## src/rtl/enet_pkg.sv

```systemverilog
// Shared state encoding, default timing constants and length clamp for the Ethernet TX scheduler.
package enet_pkg;

    typedef enum logic [2:0] {
        ST_IDLE,
        ST_GRANT,
        ST_FETCH,
        ST_LOAD,
        ST_PRESENT,
        ST_DRAIN,
        ST_IFG
    } tx_state_t;

    localparam int NLP_PERIOD_DEF = 320000;
    localparam int IFG_CYCLES_DEF = 192;
    localparam int MAX_LEN_DEF    = 1526;

    function automatic logic [10:0] clamp_len(input logic [10:0] len, input logic [10:0] max_len);
        return (len > max_len) ? max_len : len;
    endfunction

endpackage

```

## src/rtl/enet_nlp_timer.sv

```systemverilog
// Idle-time counter for normal link pulses: expire is combinational in the PERIOD-th counted clock.
// No backpressure; count_en stalls the count, clear (or expiry) restarts it from zero.
module enet_nlp_timer
    import enet_pkg::*;
#(
    parameter int PERIOD = NLP_PERIOD_DEF
) (
    input  logic clk_20mhz,
    input  logic rst_i,
    input  logic count_en,
    input  logic clear,
    output logic expire
);

    localparam int CW = (PERIOD > 1) ? $clog2(PERIOD) : 1;

    logic [CW-1:0] cnt_q;

    assign expire = count_en && (cnt_q == CW'(PERIOD - 1));

    always_ff @(posedge clk_20mhz) begin
        if (rst_i || clear || expire) begin
            cnt_q <= '0;
        end else if (count_en) begin
            cnt_q <= cnt_q + CW'(1);
        end
    end

endmodule

```

## src/rtl/enet_tx_sched.sv

```systemverilog
// Round-robin two-requester frame scheduler feeding a byte-wide 10BASE-T encoder, with IFG and NLP timing.
// Grant one clock after IDLE sees a request; one byte per FETCH/LOAD/PRESENT pass, stalled by enc_ready and enc_busy.
module enet_tx_sched
    import enet_pkg::*;
#(
    parameter int NLP_PERIOD = NLP_PERIOD_DEF,
    parameter int IFG_CYCLES = IFG_CYCLES_DEF,
    parameter int MAX_LEN    = MAX_LEN_DEF
) (
    input  logic        clk_20mhz,
    input  logic        rst_i,
    input  logic        req0,
    input  logic [10:0] len0,
    output logic        gnt0,
    output logic        done0,
    input  logic        req1,
    input  logic [10:0] len1,
    output logic        gnt1,
    output logic        done1,
    output logic        byte_rd,
    output logic        byte_src,
    input  logic [7:0]  byte_in0,
    input  logic [7:0]  byte_in1,
    output logic [7:0]  enc_byte,
    output logic        enc_valid,
    input  logic        enc_ready,
    output logic        enc_last,
    input  logic        enc_busy,
    output logic        nlp
);

    localparam int IW = (IFG_CYCLES > 1) ? $clog2(IFG_CYCLES) : 1;

    tx_state_t      state_q, state_d;
    logic           cur_q;
    logic           last_q;
    logic [10:0]    rem_q;
    logic [IW-1:0]  ifg_q;
    logic [7:0]     byte_q;
    logic           zdone_q;

    logic           win;
    logic [10:0]    len_clamped;
    logic [7:0]     byte_sel;
    logic           idle_free;
    logic           nlp_exp;
    logic           done_any;

    assign idle_free   = (state_q == ST_IDLE) && !enc_busy;
    assign len_clamped = clamp_len(cur_q ? len1 : len0, 11'(MAX_LEN));
    assign byte_sel    = cur_q ? byte_in1 : byte_in0;
    assign win         = (req0 && req1) ? !last_q : req1;

    enet_nlp_timer #(
        .PERIOD   (NLP_PERIOD)
    ) u_nlp_timer (
        .clk_20mhz(clk_20mhz),
        .rst_i    (rst_i),
        .count_en (idle_free),
        .clear    (state_q != ST_IDLE),
        .expire   (nlp_exp)
    );

    always_comb begin
        state_d = state_q;
        case (state_q)
            ST_IDLE:    if (idle_free && !nlp_exp && (req0 || req1)) state_d = ST_GRANT;
            ST_GRANT:   state_d = (len_clamped == 11'd0) ? ST_IDLE : ST_FETCH;
            ST_FETCH:   state_d = ST_LOAD;
            ST_LOAD:    state_d = ST_PRESENT;
            ST_PRESENT: if (enc_ready) state_d = (rem_q > 11'd1) ? ST_FETCH : ST_DRAIN;
            ST_DRAIN:   if (!enc_busy) state_d = ST_IFG;
            ST_IFG:     if (ifg_q == IW'(IFG_CYCLES - 1)) state_d = ST_IDLE;
            default:    state_d = ST_IDLE;
        endcase
    end

    always_ff @(posedge clk_20mhz) begin
        if (rst_i) begin
            state_q <= ST_IDLE;
            cur_q   <= 1'b0;
            last_q  <= 1'b1;
            rem_q   <= '0;
            ifg_q   <= '0;
            byte_q  <= '0;
            zdone_q <= 1'b0;
        end else begin
            state_q <= state_d;
            zdone_q <= 1'b0;
            case (state_q)
                ST_IDLE: begin
                    if (state_d == ST_GRANT) begin
                        cur_q  <= win;
                        last_q <= win;
                    end
                end
                ST_GRANT: begin
                    rem_q   <= len_clamped;
                    zdone_q <= (len_clamped == 11'd0);
                end
                ST_LOAD:    byte_q <= byte_sel;
                ST_PRESENT: if (enc_ready) rem_q <= rem_q - 11'd1;
                ST_IFG:     ifg_q <= (ifg_q == IW'(IFG_CYCLES - 1)) ? '0 : ifg_q + IW'(1);
                default: ;
            endcase
        end
    end

    // Zero-length completion lands in the IDLE cycle after GRANT; the NLP timer was cleared in GRANT,
    // so it cannot expire there and the pulses stay exclusive.
    assign done_any  = ((state_q == ST_DRAIN) && !enc_busy) || zdone_q;
    assign gnt0      = (state_q == ST_GRANT) && !cur_q;
    assign gnt1      = (state_q == ST_GRANT) && cur_q;
    assign done0     = done_any && !cur_q;
    assign done1     = done_any && cur_q;
    assign byte_rd   = (state_q == ST_FETCH);
    assign byte_src  = cur_q;
    assign enc_byte  = byte_q;
    assign enc_valid = (state_q == ST_PRESENT);
    assign enc_last  = (state_q == ST_PRESENT) && (rem_q == 11'd1);
    assign nlp       = nlp_exp;

endmodule

```

## config.mk

```make
export PLATFORM = sky130hd
export DESIGN_NAME = enet_tx_sched
export DESIGN_NICKNAME = d
export VERILOG_FILES = /design/src/rtl/enet_pkg.sv /design/src/rtl/enet_nlp_timer.sv /design/src/rtl/enet_tx_sched.sv
export SDC_FILE = /design/constraint.sdc
export NUM_CORES = 1
export LEC_CHECK = 0
export BUFFER_PORTS_ARGS = -buffer_cell sky130_fd_sc_hd__buf_2
export CAP_MARGIN = 20
export CORE_ASPECT_RATIO = 1.2
export CORE_MARGIN = 10
export CORE_UTILIZATION = 47
export CTS_BUF_LIST = sky130_fd_sc_hd__clkbuf_4 sky130_fd_sc_hd__clkbuf_8
export DETAILED_ROUTE_END_ITERATION = 7
export PLACE_DENSITY_LB_ADDON = 0.25
export RECOVER_POWER = 25
export SYNTH_ARGS = -nofsm -noshare
export SYNTH_HDL_FRONTEND = slang
export SYNTH_HIERARCHICAL = 1
export SYNTH_SLANG_ARGS = --single-unit
```

## constraint.sdc

```tcl
create_clock -name clk_20mhz -period 6 [get_ports clk_20mhz]
set_input_delay 1.5 -clock clk_20mhz [delete_from_list [all_inputs] [get_ports clk_20mhz]]
set_output_delay 1.5 -clock clk_20mhz [all_outputs]
set_load 0.02 [all_outputs]
```

; ---- Word level (Yosys, flattened, before mapping)
; Index checks and enable logic that the tools add are counted.
[op_classes]
n_addsub = 3
order_cmp = 2
eq_ne = 11
mux = 14
n_bitwise = 1
n_reduce_logical = 26
[ops]
columns = cell, count
row1 = $mux W11, 3
row2 = $pmux W11 S2, 1
row3 = $pmux W3 S7, 1
row4 = $add A19 B1 Y19 const B, 1
row5 = $eq A19 B19 Y1 const B, 1
row6 = $mux W8, 2
row7 = $mux W3, 5
row8 = $eq A11 B1 Y1 const B, 1
row9 = $gt A11 B1 Y1 const B, 1
row10 = $gt A11 B11 Y1 const B, 1
row11 = $logic_and A1 B1 Y1, 11
row12 = $logic_not A11 Y1, 1
row13 = $sub A11 B1 Y11 const B, 1
row14 = $eq A3 B3 Y1 const B, 3
row15 = $add A8 B1 Y8 const B, 1
row16 = $eq A8 B8 Y1 const B, 1
row17 = $eq A3 B1 Y1 const B, 2
row18 = $eq A3 B2 Y1 const B, 2
row19 = $logic_not A1 Y1, 4
row20 = $logic_or A1 B1 Y1, 4
row21 = $reduce_and A2 Y1, 2
row22 = $logic_not A3 Y1, 1
row23 = $reduce_bool A3 Y1, 1
row24 = $mux W2, 1
row25 = 5 further kinds, 5
[word_totals]
ff_bits = 52
input_bits = 44
out_inout_bits = 17
wordCells = 65

; ---- Depth between registers and ports, before layout
; Gate-level depths: netlist of the first run.
[logic_depth]
word_depth = 10
ltp_mapped = 10
depth_no_buf = 9

; ---- By module
; Netlist of the first run, hierarchy kept.
[by_module_without_submodules]
columns = mod, instances, cells_per_inst, area_per_inst_um2
row1 = enet_tx_sched, 1, 270, 2165.8
row2 = enet_nlp_timer, 1, 103, 924.6

; ---- Least setup slack after synthesis of the first run
; OpenSTA, ideal clock, no wires.
[synth_timing]
path_kind = input to output
startpoint = input enc_busy
endpoint = output nlp
arrival_time_ns = 3.396
t_required_ns = 4.500
setup_slack_ns = 1.104
stages = 5
n_path_buf = 1
cell_sequence = nor4_1 nand4_2 or2_1 buf_6 nor3_1
[synth_between]
elab_chain_cells = 3
[synth_lines]
columns = item, line_no
row1 = from (decl), enet_tx_sched.sv:28  ; input logic enc_busy,
row2 = $logic_not A1 Y1, enet_tx_sched.sv:49  ; assign idle_free = (state_q == ST_IDLE) && !enc_busy;
row3 = $logic_and A1 B1 Y1, enet_tx_sched.sv:49
row4 = $logic_and A1 B1 Y1, enet_nlp_timer.sv:19  ; assign expire = count_en && (cnt_q == CW'(PERIOD - 1));
row5 = to (decl), enet_tx_sched.sv:29  ; output logic nlp
; No other way between the ends.

; ---- Worst setup path in the final report of the first run
[layout_timing]
startpoint = input enc_busy
endpoint = output nlp
[layout_between]
elab_chain_cells = 3
[layout_lines]
columns = item, line_no
row1 = $logic_not A1 Y1, enet_tx_sched.sv:49
row2 = $logic_and A1 B1 Y1, enet_tx_sched.sv:49
row3 = via idle_free, enet_tx_sched.sv:45  ; logic idle_free;
row4 = $logic_and A1 B1 Y1, enet_nlp_timer.sv:19
; The timed path passes the listed nets, and every way through them passes these cells.

==> results by group, run 1 <==
Die
  – Die W: approximately 94 um
  – Die ar.: slightly above 0.01 sq mm
  – Chip Height: ~110 um
  – Ports: just over 60
  – Starting Density: approximately half
  – Row cnt: 32
  – Core region area: 0.00641 sq mm

Outcome
  – Failing checks: max-capacitance violations, max-slew violations
  – Status: finished with violations

Clock tree
  – CTS Hold Bufs: 0
  – Clk slew on worst S/H paths: about 0.090 ns
  – Post-CTS Setup Repair Bufs: 0
  – CTS buffer count: 5
  – Clock latency on the worst-skew pair: 0.30 ns
  – CTS root buf: clkbuf_8
  – CTS tree: done
  – Htree depth: 2
  – Cts repair resizes: 0
  – Clock tree buffer depth: 2
  – Num Clock Sinks: between 50 and 60

Power
  – Leakage: between 1 and 1.5 nW
  – Peak VDD IR: about 0.16 mV
  – PD cells: between 300 and 400 mW/mm^2

Synth
  – Top FF cell, synth: dfxtp_1
  – Yosys cell types: 62
  – Synthesis Warnings: 6
  – Asr flop ratio synth: 0%
  – Mapped Nets: around 420
  – Register bit total from synthesis: 52
  – Avg Cell Area, Syn: between 8 and 9 sq um
  – Post-Synthesis Cells: 373
  – Post-Syn Area: just over 0.003 sq mm
  – Register area share after synthesis: 33.7%
  – Post-synth EDFFs: 0

STA
  – Fin. Hold Viols: 0
  – Fin crit period: around 4.5 ns
  – Fmax achieved: ~220 MHz
  – Final setup viols: 0
  – Pins Over Slew Limit: 35
  – Final worst-path setup slack: 1.54 ns
  – Sum Neg Setup Slack: 0 ns
  – Period Utilization, post-route: about 74%
  – Worst slew pin tran: between 1.5 and 2 ns
  – Max-Slew Margin vs Limit: -5.08%
  – RSZ-0062 raised after global routing: false
  – Fin Clk Skew: between 0.005 and 0.006 ns
  – Final Hold Slack: a little under 0.5 ns

Routing
  – Pre-antenna DRT Iters: 4
  – Drt wl/cell: 14.9 um
  – Starting DRT DRC Count: between 150 and 200
  – Remaining antenna violation count: 0
  – Total number of vias: about 2900
  – Total routed wirelength: ~7600 um
  – # DRC: 0
  – Via-to-Cell Ratio: ~5.6

Global routing
  – Global route overflow: 0
  – First-pass GRT wire length: approximately 13000 um
  – Vias in the first global route: roughly 2800
  – Total GRT Usage: 15.0%
  – Initial antenna violation count: 0
  – Pin count of the biggest net entering global routing: 35

Final layout
  – Cell Count, Final, Fillers Out: 508
  – Fin area: 0.00353 sq mm
  – Fillcell total: 624
  – Share of cells above drive strength 1: roughly a fifth
  – Multi-input gate area: around 0.0019 sq mm
  – Most frequent cells in the layout: nor2_1 (59), buf_2 (59), dfxtp_1 (52)
  – Nets: ~470
  – Sequential cell area: approximately 0.0010 sq mm
  – Synthesis-to-layout area growth: 14.3%
  – Antenna cells: 0

Worst hold path
  – Hold Crit Class: register to register
  – Hold depth: 1
  – HP Start: last_q
  – Hold Path Sink: last_q

Critical path
  – CP Cell Sequence: buf_2 > nor4_1 > buf_4 > nand4_2 > or2_1 > nor3_1 > buf_2
  – Worst Path Arrival: about 3.0 ns
  – Max stage delay on crit path: about 0.34 ns
  – CP Class: primary input to primary output
  – Flop2flop setup slack: 3.50 ns
  – Buf/Inv on CP: 3
  – Crit path top cell by count: buf_2
  – Worst path required time: approximately 4.5 ns
  – Critical-path top delay cell: or2_1
  – Crit. End Element: primary output
  – Worst-path fanout max: 7
  – CP top delay family: simple AND/OR/NAND/NOR gates
  – Crit start category: primary input
  – Reg-to-reg startpoint: byte_src
  – R2R Path End: rem_q[4]
  – R2R cell count: 6

Placed design
  – Placement Cell Area: ~0.0034 sq mm
  – IO Port Bufs: 60
  – Gpl congestion: just under 0.9
  – Post-DP HPWL: between 5000 and 6000 um
  – Setup Slack @ Placement: between 1.5 and 2 ns
  – Placed Cells: 501

Job
  – Maxcap violations: 1
[power by group]
group          internal, mW  switching (mW)
clock network         0.164           0.115
registers             0.395          0.0784
logic                 0.218           0.299
[cell families after synthesis]
kind of cell / synth area share [%]
AND/OR/NAND/NOR: 30.2
flip-flops: 33.7
AO/OA/AOI/OAI: 16.6
XOR/XNOR: 6.80
buffers and inverters: 4.29
adder cells (fa/ha/maj): 1.62
multiplexers: 6.80
[layout make-up]
class / count / share of cell area [%]
clock buffer: 5 / 1.95
tap: 85 / 3.01
sequential: 52 / 29.5
timing repair buffer: 62 / 8.89
multi-input combinational: 295 / 54.2
inverter: 7 / 0.744
clock inverter: 2 / 1.70
[worst reg2reg max path: stages (launching register included)]
cell and delay [ns]:
dfxtp_1 0.65, buf_4 0.41, nand4_1 0.20, a222oi_1 0.36, a21oi_1 0.18, a31o_4 0.28, a221oi_1 0.31
[state kept, by name (all words and copies together) (netlist names)]
register,flops
rem_q,11
u_nlp_timer/cnt_q,19
state_q,3
enc_byte,8
byte_src,1
zdone_q,1
last_q,1
ifg_q,8
[worst max-delay path by stage]
| stage | end | start | depth (start not counted) |
|---|---|---|---|
| 2_1_floorplan | nlp | enc_busy | 5 |
| 3_3_place_gp | nlp | enc_busy | 7 |
| 3_5_place_dp | nlp | enc_busy | 7 |
| 4_1_cts | nlp | enc_busy | 7 |
| 5_1_grt | nlp | enc_busy | 7 |
| 6_report | nlp | enc_busy | 7 |
[synth_stat cells (2+ instances only)]
master    instances  area (sq um)
a211oi_1          9          67.6
a21o_1            4          30.0
a21oi_1          14          70.1
a221oi_1          2          17.5
a22oi_1           3          22.5
a31oi_1           5          31.3
a32o_1            2          20.0
a41oi_1           5          43.8
and2_1            2          12.5
and3_1            7          43.8
and4_1            2          17.5
buf_2             6          30.0
buf_6             3          33.8
clkbuf_1          7          26.3
dfxtp_1          52          1040
ha_1              4          50.1
inv_1             6          22.5
mux2i_1          21           210
nand2_1          26          97.6
nand3_1          10          50.1
nand3b_1          4          30.0
nand4_1          10          62.6
nand4_2           2          25.0
nand4b_1          3          26.3
nor2_1           59           221
nor2b_1           8          50.1
nor3_1           12          60.1
nor3b_1           4          30.0
nor4_1           10          62.6
o21ai_0          14          70.1
or2_1             2          12.5
or3_1             3          18.8
xnor2_1          14           123
xor2_1           10          87.6
[stage by stage]
step	util [%]	power, mW
global placement	53.2	0.988
CTS	55.2	1.28
floorplan	-	0.877
detailed placement	53.2	0.993
finish	55.2	1.27
global route	55.2	1.37
[metal layers]
| metal | track usage [%] | part of all wire [%] | vias up | wire [um] |
|---|---|---|---|---|
| li1 | - | - | 1459 | - |
| met1 | 19.3 | 48 | 1334 | 3610 |
| met2 | 24.5 | 46 | 65 | 3520 |
| met3 | 4.20 | 5.3 | 7 | 404 |
| met4 | 3.15 | 0.76 | 0 | 58 |
| met5 | 0 | 0 | - | 0 |
Power figures use the tool's default switching activity.
==> inputs of run 2 (changes only) <==
==> constraint.sdc (replaced) <==
create_clock -name clk_20mhz -period 3.65 [get_ports clk_20mhz]
set_input_delay 0.9125 -clock clk_20mhz [delete_from_list [all_inputs] [get_ports clk_20mhz]]
set_output_delay 0.9125 -clock clk_20mhz [all_outputs]
set_load 0.02 [all_outputs]
==> run 2 against run 1 <==
Effect of this change: the flow now finishes without violations; combinational power grew 64%; routed wire length up 1.2%; final area fell by 0.92%; sequential share of layout area up 0.27 points; clock skew is 0.0078 ns higher; via count is essentially flat; flip-flop and latch count did not move; sequential power up 65%; die area unchanged.
==> results by group, run 2 (synthesis results as in run 1) <==
Critical path
  – CP Class: primary input to primary output
  – Crit start category: primary input
  – Worst-path fanout max: 6
  – Worst Path Arrival: roughly 2.3 ns
  – Flop2flop setup slack: 1.18 ns
  – Max stage delay on crit path: 0.34 ns
  – Crit. End Element: primary output
  – CP Cell Sequence: buf_2 > nor4_2 > nand4_2 > or2_1 > nor3_1 > buf_2
  – Worst path required time: 2.74 ns
  – Crit path top cell by count: buf_2
  – R2R cell count: 6
  – Critical-path top delay cell: or2_1

Die
  – Starting Density: roughly half
  – Die W: about 94 um
  – Die ar.: slightly above 0.01 sq mm
  – Ports: ~60
  – Chip Height: 109 um
  – Core region area: between 0.006 and 0.007 sq mm
  – Row cnt: 32

Placed design
  – Gpl congestion: approximately 0.8
  – Placement Cell Area: around 0.0034 sq mm
  – IO Port Bufs: 60
  – Post-DP HPWL: ~5800 um
  – Placed Cells: between 500 and 600

Clock tree
  – Htree depth: 2
  – Num Clock Sinks: 52
  – CTS Hold Bufs: 0
  – CTS buffer count: 5
  – Clock latency on the worst-skew pair: about 0.32 ns
  – CTS root buf: clkbuf_8
  – Cts repair resizes: 0
  – Clock tree buffer depth: 2
  – Post-CTS Setup Repair Bufs: 0
  – CTS tree: done
  – Clk slew on worst S/H paths: between 0.1 and 0.15 ns

Power
  – Peak VDD IR: 0.312 mV
  – Switch Pwr: 825 uW
  – Switching Fraction: between 40% and 50%
  – Clk pwr share: between 15 and 20%
  – PD cells: 564 mW/mm^2
  – Comb power frac: between 40% and 50%
  – Leakage: around 1.3 nW
  – Overall power: ~2.0 mW
  – Int Power: roughly 1.1 mW
  – Flop pwr share: 39.5%

Outcome
  – Status: finished, final reports clean

Routing
  – Remaining antenna violation count: 0
  – Total routed wirelength: 7680 um
  – Total number of vias: approximately 2900
  – Pre-antenna DRT Iters: 4
  – Via-to-Cell Ratio: roughly 5.6
  – Drt wl/cell: ~15 um
  – # DRC: 0
  – Starting DRT DRC Count: 158

STA
  – Period Utilization, post-route: between 80 and 90%
  – Sum Neg Setup Slack: 0 ns
  – Final Hold Slack: a little under 0.5 ns
  – Pins Over Slew Limit: 0
  – Max-Slew Margin vs Limit: between 40% and 50%
  – Fin crit period: around 3.2 ns
  – Fin. Hold Viols: 0
  – RSZ-0062 raised after global routing: false
  – Fmax achieved: 309 MHz
  – Worst slew pin tran: between 0.8 and 0.9 ns
  – Final setup viols: 0
  – Fin Clk Skew: 0.0136 ns

Global routing
  – Global route overflow: 0
  – Total GRT Usage: between 10 and 15%
  – Pin count of the biggest net entering global routing: 35
  – Initial antenna violation count: 0
  – First-pass GRT wire length: ~12000 um
  – Vias in the first global route: 2730

Worst hold path
  – Hold depth: 2
  – Hold Crit Class: register to register

Final layout
  – Most frequent cells in the layout: nor2_1 (59), dfxtp_1 (52), buf_2 (52)
  – Cell Count, Final, Fillers Out: ~500
  – Top reg by flops: u_nlp_timer/cnt_q
  – Share of cells above drive strength 1: roughly 18%
  – Commonest non-fill, non-tap cell in the layout: nor2_1
  – Antenna cells: 0
  – Biggest regs: u_nlp_timer/cnt_q: 19 flops, rem_q: 11 flops
  – Nets: 472
  – Fin area: around 0.0035 sq mm
  – Synthesis-to-layout area growth: 13.3%
  – Max reg flops: 19

Job
  – Maxcap violations: 0
## run 2: worst max-delay path: cells and delay by family
family                 cells  cell delay [ns]
buffers and inverters      2             0.35
and+or+nand+nor            4             1.05
## run 2: power by group through the flow
stage                     sequential, mW  clock (mW)  combinational (mW)
after CTS                          0.779       0.355               0.854
after global placement             0.786           0               0.841
after global routing               0.798       0.378               0.959
after floorplan                    0.752           0               0.693
after detailed placement           0.792           0               0.853
final                              0.780       0.341               0.852
## run 2: final timing paths
kind	start	endpoint
min	rem_q[10]	rem_q[10]
max	enc_busy	nlp
min reg2reg	rem_q[10]	rem_q[10]
max reg2reg	byte_src	rem_q[6]
## run 2: cell type report
class,count,area [sq um]
flip-flops and latches,52,1040
inverters,7,26.3
clock inverters,3,22.5
fillers,632,2910
well taps,85,106
repair buffers,63,313
multi-input cells,295,1920
clock buffers,5,68.8
## run 2: per-stage QoR
step	utilization, %	setup slack [ns]
finish	54.6	0.410
global placement	53.4	0.433
CTS	54.8	0.393
floorplan	-	0.204
global route	54.6	0.254
detailed placement	53.4	0.402
## run 2: routing by layer
metal  global-route usage, %  part of all wire, %  routed length [um]
met4                    4.13                  1.2                  93
met2                    26.0                   51                3910
met5                       0                    0                   0
met3                    3.78                  6.0                 463
met1                    16.8                   42                3210
==> inputs of run 3 (changes only) <==
--- a/config.mk
+++ b/config.mk
@@ -7,9 +7,11 @@
 export LEC_CHECK = 0
 export BUFFER_PORTS_ARGS = -buffer_cell sky130_fd_sc_hd__buf_2
 export CAP_MARGIN = 20
+export CELL_PAD_IN_SITES_DETAIL_PLACEMENT = 1
+export CELL_PAD_IN_SITES_GLOBAL_PLACEMENT = 2
 export CORE_ASPECT_RATIO = 1.2
 export CORE_MARGIN = 10
-export CORE_UTILIZATION = 47
+export CORE_UTILIZATION = 30
 export CTS_BUF_LIST = sky130_fd_sc_hd__clkbuf_4 sky130_fd_sc_hd__clkbuf_8
 export DETAILED_ROUTE_END_ITERATION = 7
 export PLACE_DENSITY_LB_ADDON = 0.25
==> constraint.sdc (replaced) <==
create_clock -name clk_20mhz -period 2.7 [get_ports clk_20mhz]
set_input_delay 0.675 -clock clk_20mhz [delete_from_list [all_inputs] [get_ports clk_20mhz]]
set_output_delay 0.675 -clock clk_20mhz [all_outputs]
set_load 0.02 [all_outputs]
==> run 3 against run 2 <==
Effect of this change: non-clock buffer count grew 9; clock power up 37%; clock-buffer cell count is the same; worst setup slack worse by 0.30 ns; combinational power is 49% higher.
==> results by group, run 3 (synthesis results as in run 1) <==
Outcome
  – Status: finished, final reports clean

STA
  – Fmax achieved: between 300 and 400 MHz
  – Final setup viols: 0
  – Pins Over Slew Limit: 0
  – Period Utilization, post-route: between 90% and 100%
  – Fin Clk Skew: 0.00995 ns
  – Fin crit period: about 2.6 ns
  – RSZ-0062 raised after global routing: false
  – Max-Slew Margin vs Limit: around 57%
  – Worst slew pin tran: about 0.63 ns
  – Fin. Hold Viols: 0
  – Sum Neg Setup Slack: 0 ns

Placed design
  – Post-DP HPWL: 7540 um
  – Gpl congestion: 0.787
  – IO Port Bufs: 60

Power
  – Overall power: 2.77 mW
  – Peak VDD IR: 0.320 mV
  – PD cells: approximately 760 mW/mm^2
  – Leakage: approximately 1.3 nW

Job
  – Maxcap violations: 0

Global routing
  – Pin count of the biggest net entering global routing: 23
  – Vias in the first global route: 3100
  – First-pass GRT wire length: between 15000 and 20000 um
  – Initial antenna violation count: 0
  – Total GRT Usage: between 10% and 20%
  – Global route overflow: 0

Clock tree
  – Cts repair resizes: 0
  – CTS tree: done
  – Num Clock Sinks: 52
  – CTS Hold Bufs: 0
  – Clock tree buffer depth: 2
  – Clk slew on worst S/H paths: 0.11 ns
  – Htree depth: 2
  – CTS buffer count: 5
  – Post-CTS Setup Repair Bufs: 0
  – Clock latency on the worst-skew pair: 0.32 ns
  – CTS root buf: clkbuf_8

Critical path
  – CP top delay family: simple AND/OR/NAND/NOR gates
  – Crit. End Element: primary output
  – Critical-path top delay cell: or2_1
  – Crit path top cell by count: buf_2
  – Worst Path Arrival: ~1.9 ns
  – CP Cell Sequence: buf_2 > nor4_4 > nand4_2 > or2_1 > nor3_2 > buf_2
  – Buf/Inv on CP: 2
  – Crit start category: primary input
  – CP Class: primary input to primary output
  – Worst path required time: approximately 2.0 ns
  – Max stage delay on crit path: around 0.27 ns
  – Worst-path fanout max: 3

Final layout
  – Nets: 481
  – Max reg flops: 19
  – Synthesis-to-layout area growth: 17.6%
  – Commonest non-fill, non-tap cell in the layout: nor2_1
  – Fillcell total: ~1200
  – Most frequent cells in the layout: nor2_1 (59), buf_2 (52), dfxtp_1 (50)
  – Top reg by flops: u_nlp_timer/cnt_q
  – Antenna cells: 0
  – Share of cells above drive strength 1: about a fifth
  – Biggest regs: u_nlp_timer/cnt_q: 19 flops, rem_q: 11 flops

Routing
  – Remaining antenna violation count: 0
  – Via-to-Cell Ratio: approximately 5.3
  – Starting DRT DRC Count: ~120
  – Drt wl/cell: roughly 17 um
  – Pre-antenna DRT Iters: 4
  – Total number of vias: approximately 3000
  – Total routed wirelength: 9540 um
  – # DRC: 0

Worst hold path
  – Hold Crit Class: register to register

Die
  – Starting Density: between 30% and 40%
  – Chip Height: ~130 um
  – Row cnt: 40
  – Core region area: roughly 0.010 sq mm
  – Die ar.: between 0.01 and 0.015 sq mm
  – Ports: 61
  – Die W: roughly 110 um
## run 3: cell count changes in the layout (fill, tap and decap cells not counted)
cell and change:
nor4_2 -1, buf_4 +9, nor3_2 +1, dfxtp_2 +2
nor3_1 -1, clkinvlp_4 +1, nor4_4 +1, dfxtp_1 -2
clkinv_4 -1
## run 3: power breakdown
part           switching (mW)  internal (mW)  leakage, nW  total, mW
combinational           0.743          0.527        0.863       1.27
sequential              0.154          0.880        0.422       1.03
clock                   0.282          0.185       0.0445      0.467
total                    1.18           1.59         1.33       2.77
## run 3: layout make-up
type,instances,area (sq um),area share (%)
Clock buffer,5,68.8,1.89
Clock inverter,3,21.3,0.585
Inverter,7,26.3,0.723
Multi-Input combinational cell,295,1940,53.3
Sequential cell,52,1040,28.7
Tap cell,126,158,4.34
Timing Repair Buffer,72,380,10.5
## run 3: path summary, 6_finish.rpt
path            start  slack (ns)  endpoint  cells after the start
max          enc_busy        0.11       nlp                      6
min            last_q        0.48    last_q                      1
max reg2reg  byte_src        0.65  rem_q[4]                      5
min reg2reg    last_q        0.48    last_q                      1
## run 3: layer usage
metal / vias to the layer above / wire length [um] / global-route usage (%)
met5: - / 0 / 0
met4: 0 / 82 / 2.97
met3: 6 / 254 / 2.55
met2: 25 / 5180 / 23.9
met1: 1443 / 4020 / 14.0
li1: 1481 / - / -
## run 3: metrics by stage
step	hold WS (ns)	std cells	setup WS (ns)	util, %	cell area (sq um)
after global routing	0.520	560	0.0260	36.1	3630
after global placement	0.447	552	0.0936	35.3	3550
after CTS	0.495	560	0.0607	36.2	3640
final	0.484	560	0.114	36.1	3630
after detailed placement	0.472	552	0.0914	35.3	3550
after floorplan	0.435	373	0.0614	-	3110
